File: config.mk
export PLATFORM = sky130hd
export DESIGN_NAME = i2c_init_sequencer
export DESIGN_NICKNAME = d
export VERILOG_FILES = /design/src/rtl/i2c_init_sequencer.sv
export SDC_FILE = /design/constraint.sdc
export NUM_CORES = 1
export LEC_CHECK = 0
export ABC_AREA = 0
export BUFFER_PORTS_ARGS = -buffer_cell sky130_fd_sc_hd__buf_2
export CORE_UTILIZATION = 62
export CTS_CLUSTER_DIAMETER = 50
export DETAILED_ROUTE_END_ITERATION = 8
export PLACE_DENSITY = 0.83
export SLEW_MARGIN = 5
export SYNTH_ARGS = -nofsm -noshare
export SYNTH_HDL_FRONTEND = slang
export SYNTH_SLANG_ARGS = --single-unit
File: constraint.sdc
create_clock -name clk -period 3.86 [get_ports clk]
set_input_delay 0.386 -clock clk [delete_from_list [all_inputs] [get_ports clk]]
set_output_delay 0.386 -clock clk [all_outputs]
set_load 0.01 [all_outputs]
File: src/rtl/i2c_init_sequencer.sv
// rtl/i2c_init_sequencer.sv - I2C register-write init sequencer driving a transaction generator
// Optional NACK retry is compiled in with I2C_INIT_RETRY_EN.
module i2c_init_sequencer #(
  parameter logic [6:0] ADDR       = 7'h1A,
  parameter int         NUM_REGS   = 4,
  parameter int         DATA_W     = 16,
  parameter int         GAP_CYCLES = 0,
  parameter int         MAX_RETRY  = 2,
  localparam int        AW         = (NUM_REGS > 1) ? $clog2(NUM_REGS) : 1
) (
  input  logic              clk,
  input  logic              reset,
  input  logic              init,
  input  logic              tbl_we,
  input  logic [AW-1:0]     tbl_addr,
  input  logic [DATA_W-1:0] tbl_wdata,
  output logic              gen_load,
  output logic [6:0]        gen_addr,
  output logic [DATA_W-1:0] gen_data,
  input  logic              gen_ready,
  input  logic              gen_nack,
  output logic              busy,
  output logic              done,
  output logic              error,
  output logic [AW-1:0]     err_index
);

  localparam int            GW       = (GAP_CYCLES > 1) ? $clog2(GAP_CYCLES) : 1;
  localparam logic [GW-1:0] GAP_LAST = GW'((GAP_CYCLES > 0) ? GAP_CYCLES - 1 : 0);
  localparam logic [AW-1:0] LAST_IDX = AW'(NUM_REGS - 1);

  typedef enum logic [1:0] {S_IDLE, S_ISSUE, S_WAIT, S_GAP} state_t;

  state_t            state;
  logic [AW-1:0]     idx;
  logic [AW-1:0]     nxt_idx;
  logic [GW-1:0]     gap_cnt;
  logic [DATA_W-1:0] table_mem [NUM_REGS];
  logic              tbl_ok;
  logic              retry_ok;

`ifdef I2C_INIT_RETRY_EN
  localparam int RW = (MAX_RETRY > 0) ? $clog2(MAX_RETRY + 1) : 1;
  logic [RW-1:0] retry;
  assign retry_ok = (int'(retry) < MAX_RETRY);
`else
  assign retry_ok = 1'b0;
`endif

  assign gen_addr = ADDR;
  assign tbl_ok   = tbl_we && (state == S_IDLE) && (int'(tbl_addr) < NUM_REGS);
  // A NACK that is retried reissues the same entry; an ACK advances.
  assign nxt_idx  = gen_nack ? idx : idx + AW'(1);

  always_ff @(posedge clk) begin
    if (reset) begin
      state     <= S_IDLE;
      idx       <= '0;
      gap_cnt   <= '0;
      gen_load  <= 1'b0;
      gen_data  <= '0;
      busy      <= 1'b0;
      done      <= 1'b0;
      error     <= 1'b0;
      err_index <= '0;
`ifdef I2C_INIT_RETRY_EN
      retry     <= '0;
`endif
      for (int i = 0; i < NUM_REGS; i++) table_mem[i] <= '0;
    end else begin
      gen_load <= 1'b0;
      done     <= 1'b0;
      if (tbl_ok) table_mem[tbl_addr] <= tbl_wdata;

      case (state)
        S_IDLE: begin
          if (init) begin
            state    <= S_ISSUE;
            busy     <= 1'b1;
            error    <= 1'b0;
            idx      <= '0;
`ifdef I2C_INIT_RETRY_EN
            retry    <= '0;
`endif
            gen_load <= 1'b1;
            // Forward a same-cycle write to entry 0 so the first issue sees the new word.
            gen_data <= (tbl_ok && tbl_addr == '0) ? tbl_wdata : table_mem[0];
          end
        end

        S_ISSUE: state <= S_WAIT;

        S_WAIT: begin
          if (gen_ready) begin
            if (!gen_nack && idx == LAST_IDX) begin
              done  <= 1'b1;
              busy  <= 1'b0;
              state <= S_IDLE;
            end else if (!gen_nack || retry_ok) begin
              idx <= nxt_idx;
`ifdef I2C_INIT_RETRY_EN
              retry <= gen_nack ? retry + RW'(1) : '0;
`endif
              if (GAP_CYCLES == 0) begin
                state    <= S_ISSUE;
                gen_load <= 1'b1;
                gen_data <= table_mem[nxt_idx];
              end else begin
                state   <= S_GAP;
                gap_cnt <= '0;
              end
            end else begin
              error     <= 1'b1;
              err_index <= idx;
              busy      <= 1'b0;
              state     <= S_IDLE;
            end
          end
        end

        S_GAP: begin
          if (gap_cnt == GAP_LAST) begin
            state    <= S_ISSUE;
            gen_load <= 1'b1;
            gen_data <= table_mem[idx];
          end else begin
            gap_cnt <= gap_cnt + GW'(1);
          end
        end

        default: state <= S_IDLE;
      endcase
    end
  end

endmodule

After elaboration in Yosys (flattened, before gate mapping)
Memory sizes are Yosys's and may differ from the RTL's. A register that Yosys moved wholly into a read port is not among the register bits.
Index checks and enable logic that the tools add are counted.
{"block": "classes", "n_addsub": 2, "eq_ne": 11, "muxes": 47, "n_bitwise": 3, "n_reduce_logical": 16}
{"cell": "$mux W16", "n": 7}
{"cell": "$pmux W16 S3", "n": 1}
{"cell": "$mux W1", "n": 23}
{"cell": "$mux W2", "n": 11}
{"cell": "$reduce_or A16 Y1", "n": 1}
{"cell": "$ne A2 B2 Y1 const B", "n": 6}
{"cell": "$reduce_and A5 Y1", "n": 2}
{"cell": "$pmux W2 S4", "n": 1}
{"cell": "$reduce_and A4 Y1", "n": 2}
{"cell": "$eq A2 B2 Y1 const B", "n": 3}
{"cell": "$reduce_and A6 Y1", "n": 1}
{"cell": "$logic_not A2 Y1", "n": 2}
{"cell": "$pmux W1 S2", "n": 2}
{"cell": "$pmux W2 S2", "n": 1}
{"cell": "$logic_and A1 B1 Y1", "n": 3}
{"cell": "$ne A3 B3 Y1 const B", "n": 1}
{"cell": "$not A1 Y1", "n": 3}
{"cell": "$pmux W1 S3", "n": 1}
{"cell": "$reduce_and A3 Y1", "n": 1}
{"cell": "$reduce_bool A3 Y1", "n": 1}
{"cell": "$reduce_or A3 Y1", "n": 1}
{"cell": "$add A2 B1 Y2 const B", "n": 1}
{"cell": "$eq A2 B1 Y1 const B", "n": 1}
{"cell": "$reduce_bool A2 Y1", "n": 1}
{"cell": "2 further kinds", "n": 2}
{"block": "word_totals", "reg_bits": 27, "ramBits": 64, "inputBits": 24, "mem_count": 1}
{"name": "table_mem", "depth": 4, "word_bits": 16, "read_ports": 3, "rd_ports_with_merged_regs": 1, "write_ports": 4, "line": "38", "text": "logic [DATA_W-1:0] table_mem [NUM_REGS];"}

Logic depth before layout (Yosys ltp)
{"block": "logic_depth", "ltp_word": 8, "mapped_depth": 8, "depth_no_buf": 6}

Worst setup path after synthesis
No wires, ideal clock.
{"block": "synth_path", "path_type": "register to register", "from": "reg state[1]", "to": "mem table_mem[1][0], enable pin", "setup_ns": 0.392, "arrival_time_ns": 1.633, "setup_slack_ns": 1.834, "stages_incl_launch_ff": 5, "path_buffers": 0, "path_cell_list": "dfxtp_1 -> inv_1 -> ha_1 -> nand2_1 -> o21bai_1"}
{"element": "start, declared", "line": "34", "text": "state_t state;"}
{"element": "start signal, assigned", "line": "57", "text": "state <= S_IDLE;"}
{"element": "start signal, assigned", "line": "78", "text": "state <= S_ISSUE;"}
{"element": "start signal, assigned", "line": "91", "text": "S_ISSUE: state <= S_WAIT;"}
{"element": "end, declared", "line": "38"}

Worst setup path after layout
{"block": "layout_path", "from": "reg state[0]", "to": "reg gen_data[1]"}
{"block": "layout_via", "elab_chain_len": 6, "elab_cells_between_ends": 15, "classes_between": "7 x eq/ne; 3 x mux; 5 x reduce/logical"}
{"element": "$logic_not A2 Y1", "line": "51, 75"}
{"element": "$logic_and A1 B1 Y1", "line": "51", "text": "assign tbl_ok = tbl_we && (state == S_IDLE) && (int'(tbl_addr) < NUM_REGS);"}
{"element": "$logic_and A1 B1 Y1", "line": "87", "text": "gen_data <= (tbl_ok && tbl_addr == '0) ? tbl_wdata : table_mem[0];"}
{"element": "$mux W16", "line": "87"}
{"element": "$mux W16", "line": "77", "text": "if (init) begin"}
{"element": "$pmux W16 S3", "line": "75", "text": "case (state)"}
{"element": "end signal, assigned", "line": "87"}
{"element": "end signal, assigned", "line": "107", "text": "gen_data <= table_mem[nxt_idx];"}
{"element": "end signal, assigned", "line": "125", "text": "gen_data <= table_mem[idx];"}
{"element": "end, declared", "line": "19", "text": "output logic [DATA_W-1:0] gen_data,"}
Parallel ways exist; a longest one is shown, timed or not. The select of a mux whose other input is x is not followed.
A chain may end at the register's enable or synchronous reset.

==> results.sh <==
export IMPL_drt_initial_drc_count=252
export IMPL_crit_type="flop to flop"
export IMPL_finalSetupViolations=0
export IMPL_fillerInstances=624
export IMPL_post_cts_resized=0
export IMPL_cts_hold_buf=0
export IMPL_p_sw_mw=0.826
export IMPL_seq_area_frac_synth=0.459
export IMPL_area_growth_pct=7.26
export IMPL_design_area_um2=5810
export IMPL_ys_ff_latch=92
export IMPL_grt_busiest_layer="met2"
export IMPL_yosys_mux_area_fraction=0.188
export IMPL_rows=33
export IMPL_placed_area_um2=5610
export IMPL_path_max_fanout=32
export IMPL_switching_share=0.320
export IMPL_cts_buffers=9
export IMPL_placed_cells=596
export IMPL_fmax_mhz=345
export IMPL_dp_hpwl_um=7620
export IMPL_met2_usage=0.498
export IMPL_combPwrFrac=0.251
export IMPL_cts_clk_slew_worst_paths_ns=0.09
export IMPL_antenna_found_initial=0
export IMPL_start_util=0.649
export IMPL_avgSynthCellArea_um2=11.4
export IMPL_drc=0
export IMPL_maxSlewHeadroom=0.218
export IMPL_met3_usage=0.0415
export IMPL_yosys_area_share_simple=0.159
export IMPL_maxCapViolCount=0
export IMPL_p_total_mw=2.58
export IMPL_power_leakage_nw=2.08
export IMPL_post_place_ws_ns=1.03
export IMPL_viasPerCell=6.43
export IMPL_fin_util=0.696
export IMPL_pwr_share_clk=0.259
export IMPL_grt_setup_unrepaired="no"
export IMPL_final_cell_mix="and2_1 (64), edfxtp_1 (64), mux2i_1 (63), buf_2 (45), nor2_1 (32)"
export IMPL_clock_skew_final_ns=0.00766
export IMPL_die_h_um=95.4
export IMPL_synth_fa_ha_area_frac=0.0139
export IMPL_grt_max_degree=35
export IMPL_synth_area_um2=5410
export IMPL_cts_tree="done"
export IMPL_regArea_um2=2480
export IMPL_grt_pass1_vias=3763
export IMPL_root_buffer="clkbuf_8"
export IMPL_seq_power_share=0.490
export IMPL_fin_ws_ns=0.961
export IMPL_cp_end_kind="flop"
export IMPL_grt_pass1_wl_um=19200
export IMPL_tns_ns=0
export IMPL_synth_top_family_by_area="multiplexers"
export IMPL_cts_sinks=92
export IMPL_gr_usage_met1=0.363
export IMPL_multiInputGateArea_um2=2690
export IMPL_startpoint_type="flop"
export IMPL_whs_ns=0.328
export IMPL_grt_ovfl_total=0
export IMPL_synth_compound_area_frac=0.123
export IMPL_hp_class="input pin to flop"
export IMPL_clock_latency_ns=0.37
export IMPL_drt_pass1_iter_count=5
export IMPL_outcome="complete, no violations"
export IMPL_io_buffers=45
export IMPL_power_density_nw_per_um2=444
export IMPL_place_congestion=0.813
export IMPL_period_minus_slack_ns=2.90
export IMPL_grt_use_total=0.287
export IMPL_synth_distinct_cells=51
export IMPL_cts_setup_buffers=0
export IMPL_cp_arrival_ns=3.15
export IMPL_cp_required_ns=4.11
export IMPL_finalHoldViolCount=0
export IMPL_route_vias_total=3937
export IMPL_clock_path_buffers=2
export IMPL_ant_nets=0
export IMPL_peakVddDrop_mv=0.240
export IMPL_p_int_mw=1.75
export IMPL_wl_per_cell_um=20.3
export IMPL_fin_nets=532
export IMPL_io_pins=53
export IMPL_fin_crit_sh=0.751
export IMPL_fin_cells=612
export IMPL_die_area_um2=9110
export IMPL_slew_viol_final=0
export IMPL_synthCells=474
export IMPL_ys_warnings_count=0
export IMPL_h_tree_depth=3
export IMPL_routed_wl_um=12400
export IMPL_die_w_um=95.4
export IMPL_drive_gt1_frac=0.247
export IMPL_antenna_cells=0
export IMPL_core_area_um2=8340
export IMPL_worst_slew_pin_slew_ns=1.17
export IMPL_synth_xor_area_share=0.00508
routing by layer:
metal,part of all wire,wire (µm),vias to the layer above
li1,-,-,1799
met1,0.42,5240,1956
met2,0.50,6210,157
met4,0.019,236,0
met3,0.058,723,25
met5,0,0,-
worst max-delay path: stages, from the launching register on:
cell and delay [ns]:
dfxtp_1 0.37, inv_1 0.10, ha_1 0.57, nor3b_2 0.31
o211a_1 0.96, nor4b_1 0.35, a21oi_1 0.11
sequential cells by signal (all words and copies together), names as in the netlist, named ones only:
register	count
busy	1
error	1
state	2
gen_data	16
gen_load	1
done	1
table_mem	64
err_index	2
idx	2
logic make-up (layout without fill, tap and decap cells):
family / count (synthesis) / after routing
adders and majority gates: 6 / 6
other: 2 / 7
and+or+nand+nor: 152 / 152
xor gates and xnor gates: 1 / 1
buffers and inverters: 45 / 73
DFF: 92 / 92
muxes: 95 / 95
AOI/OAI and AO/OA: 81 / 81
power by group through the flow:
stage                     clock network, mW  registers, mW  logic [mW]
after floorplan                           0           1.29       0.453
after global placement                    0           1.28       0.623
after detailed placement                  0           1.28       0.641
after CTS                             0.665           1.26       0.645
after global routing                  0.710           1.27       0.707
final                                 0.668           1.26       0.648
final cells by class:
cell class | count | area share
clock inverter | 7 | 0.0131
tap | 105 | 0.0226
clock buffer | 9 | 0.0213
timing repair buffer | 54 | 0.0504
inverter | 3 | 0.00194
multi-input combinational | 342 | 0.463
sequential | 92 | 0.428
final timing paths:
path | end | start | slack, ns | depth (start not counted)
worst max register to register | gen_data[1]$_SDFFE_PP0P_ | state[0]$_SDFFE_PP0P_ | 0.96 | 6
worst min-delay path | done$_SDFF_PP0_ | gen_ready | 0.33 | 3
worst max-delay path | gen_data[1]$_SDFFE_PP0P_ | state[0]$_SDFFE_PP0P_ | 0.96 | 6
worst min register to register | gen_data[8]$_SDFFE_PP0P_ | gen_data[8]$_SDFFE_PP0P_ | 0.51 | 2
synthesized netlist by cell type (all sizes together):
library cell / n / area share
a21oi: 9 / 0.0083
buf: 30 / 0.041
edfxtp: 64 / 0.35
a32o: 1 / 0.0018
mux2: 32 / 0.071
nor4: 3 / 0.0046
or2b: 1 / 0.0014
mux2i: 63 / 0.12
a22oi: 1 / 0.0014
and4: 1 / 0.0016
a211oi: 14 / 0.026
nand3: 3 / 0.0028
nand2: 21 / 0.015
ha: 6 / 0.014
o22ai: 30 / 0.036
nand4b: 2 / 0.0032
clkbuf: 12 / 0.0083
nor2: 32 / 0.022
o21ai: 2 / 0.0018
dfxtp: 28 / 0.10
or3b: 1 / 0.0016
nor4b: 1 / 0.0016
or2: 3 / 0.0035
a41o: 1 / 0.0018
nand4bb: 1 / 0.0021
nor2b: 3 / 0.0035
inv: 3 / 0.0021
nand2b: 6 / 0.0069
a221oi: 1 / 0.0016
a31oi: 2 / 0.0023
nor3b: 2 / 0.0037
nand3b: 1 / 0.0037
o211a: 1 / 0.0018
o21bai: 3 / 0.0042
nor4bb: 1 / 0.0018
a311oi: 16 / 0.036
and2: 65 / 0.075
conb: 2 / 0.0014
xnor2: 1 / 0.0051
nor3: 5 / 0.0046
Power figures use the tool's default switching activity.
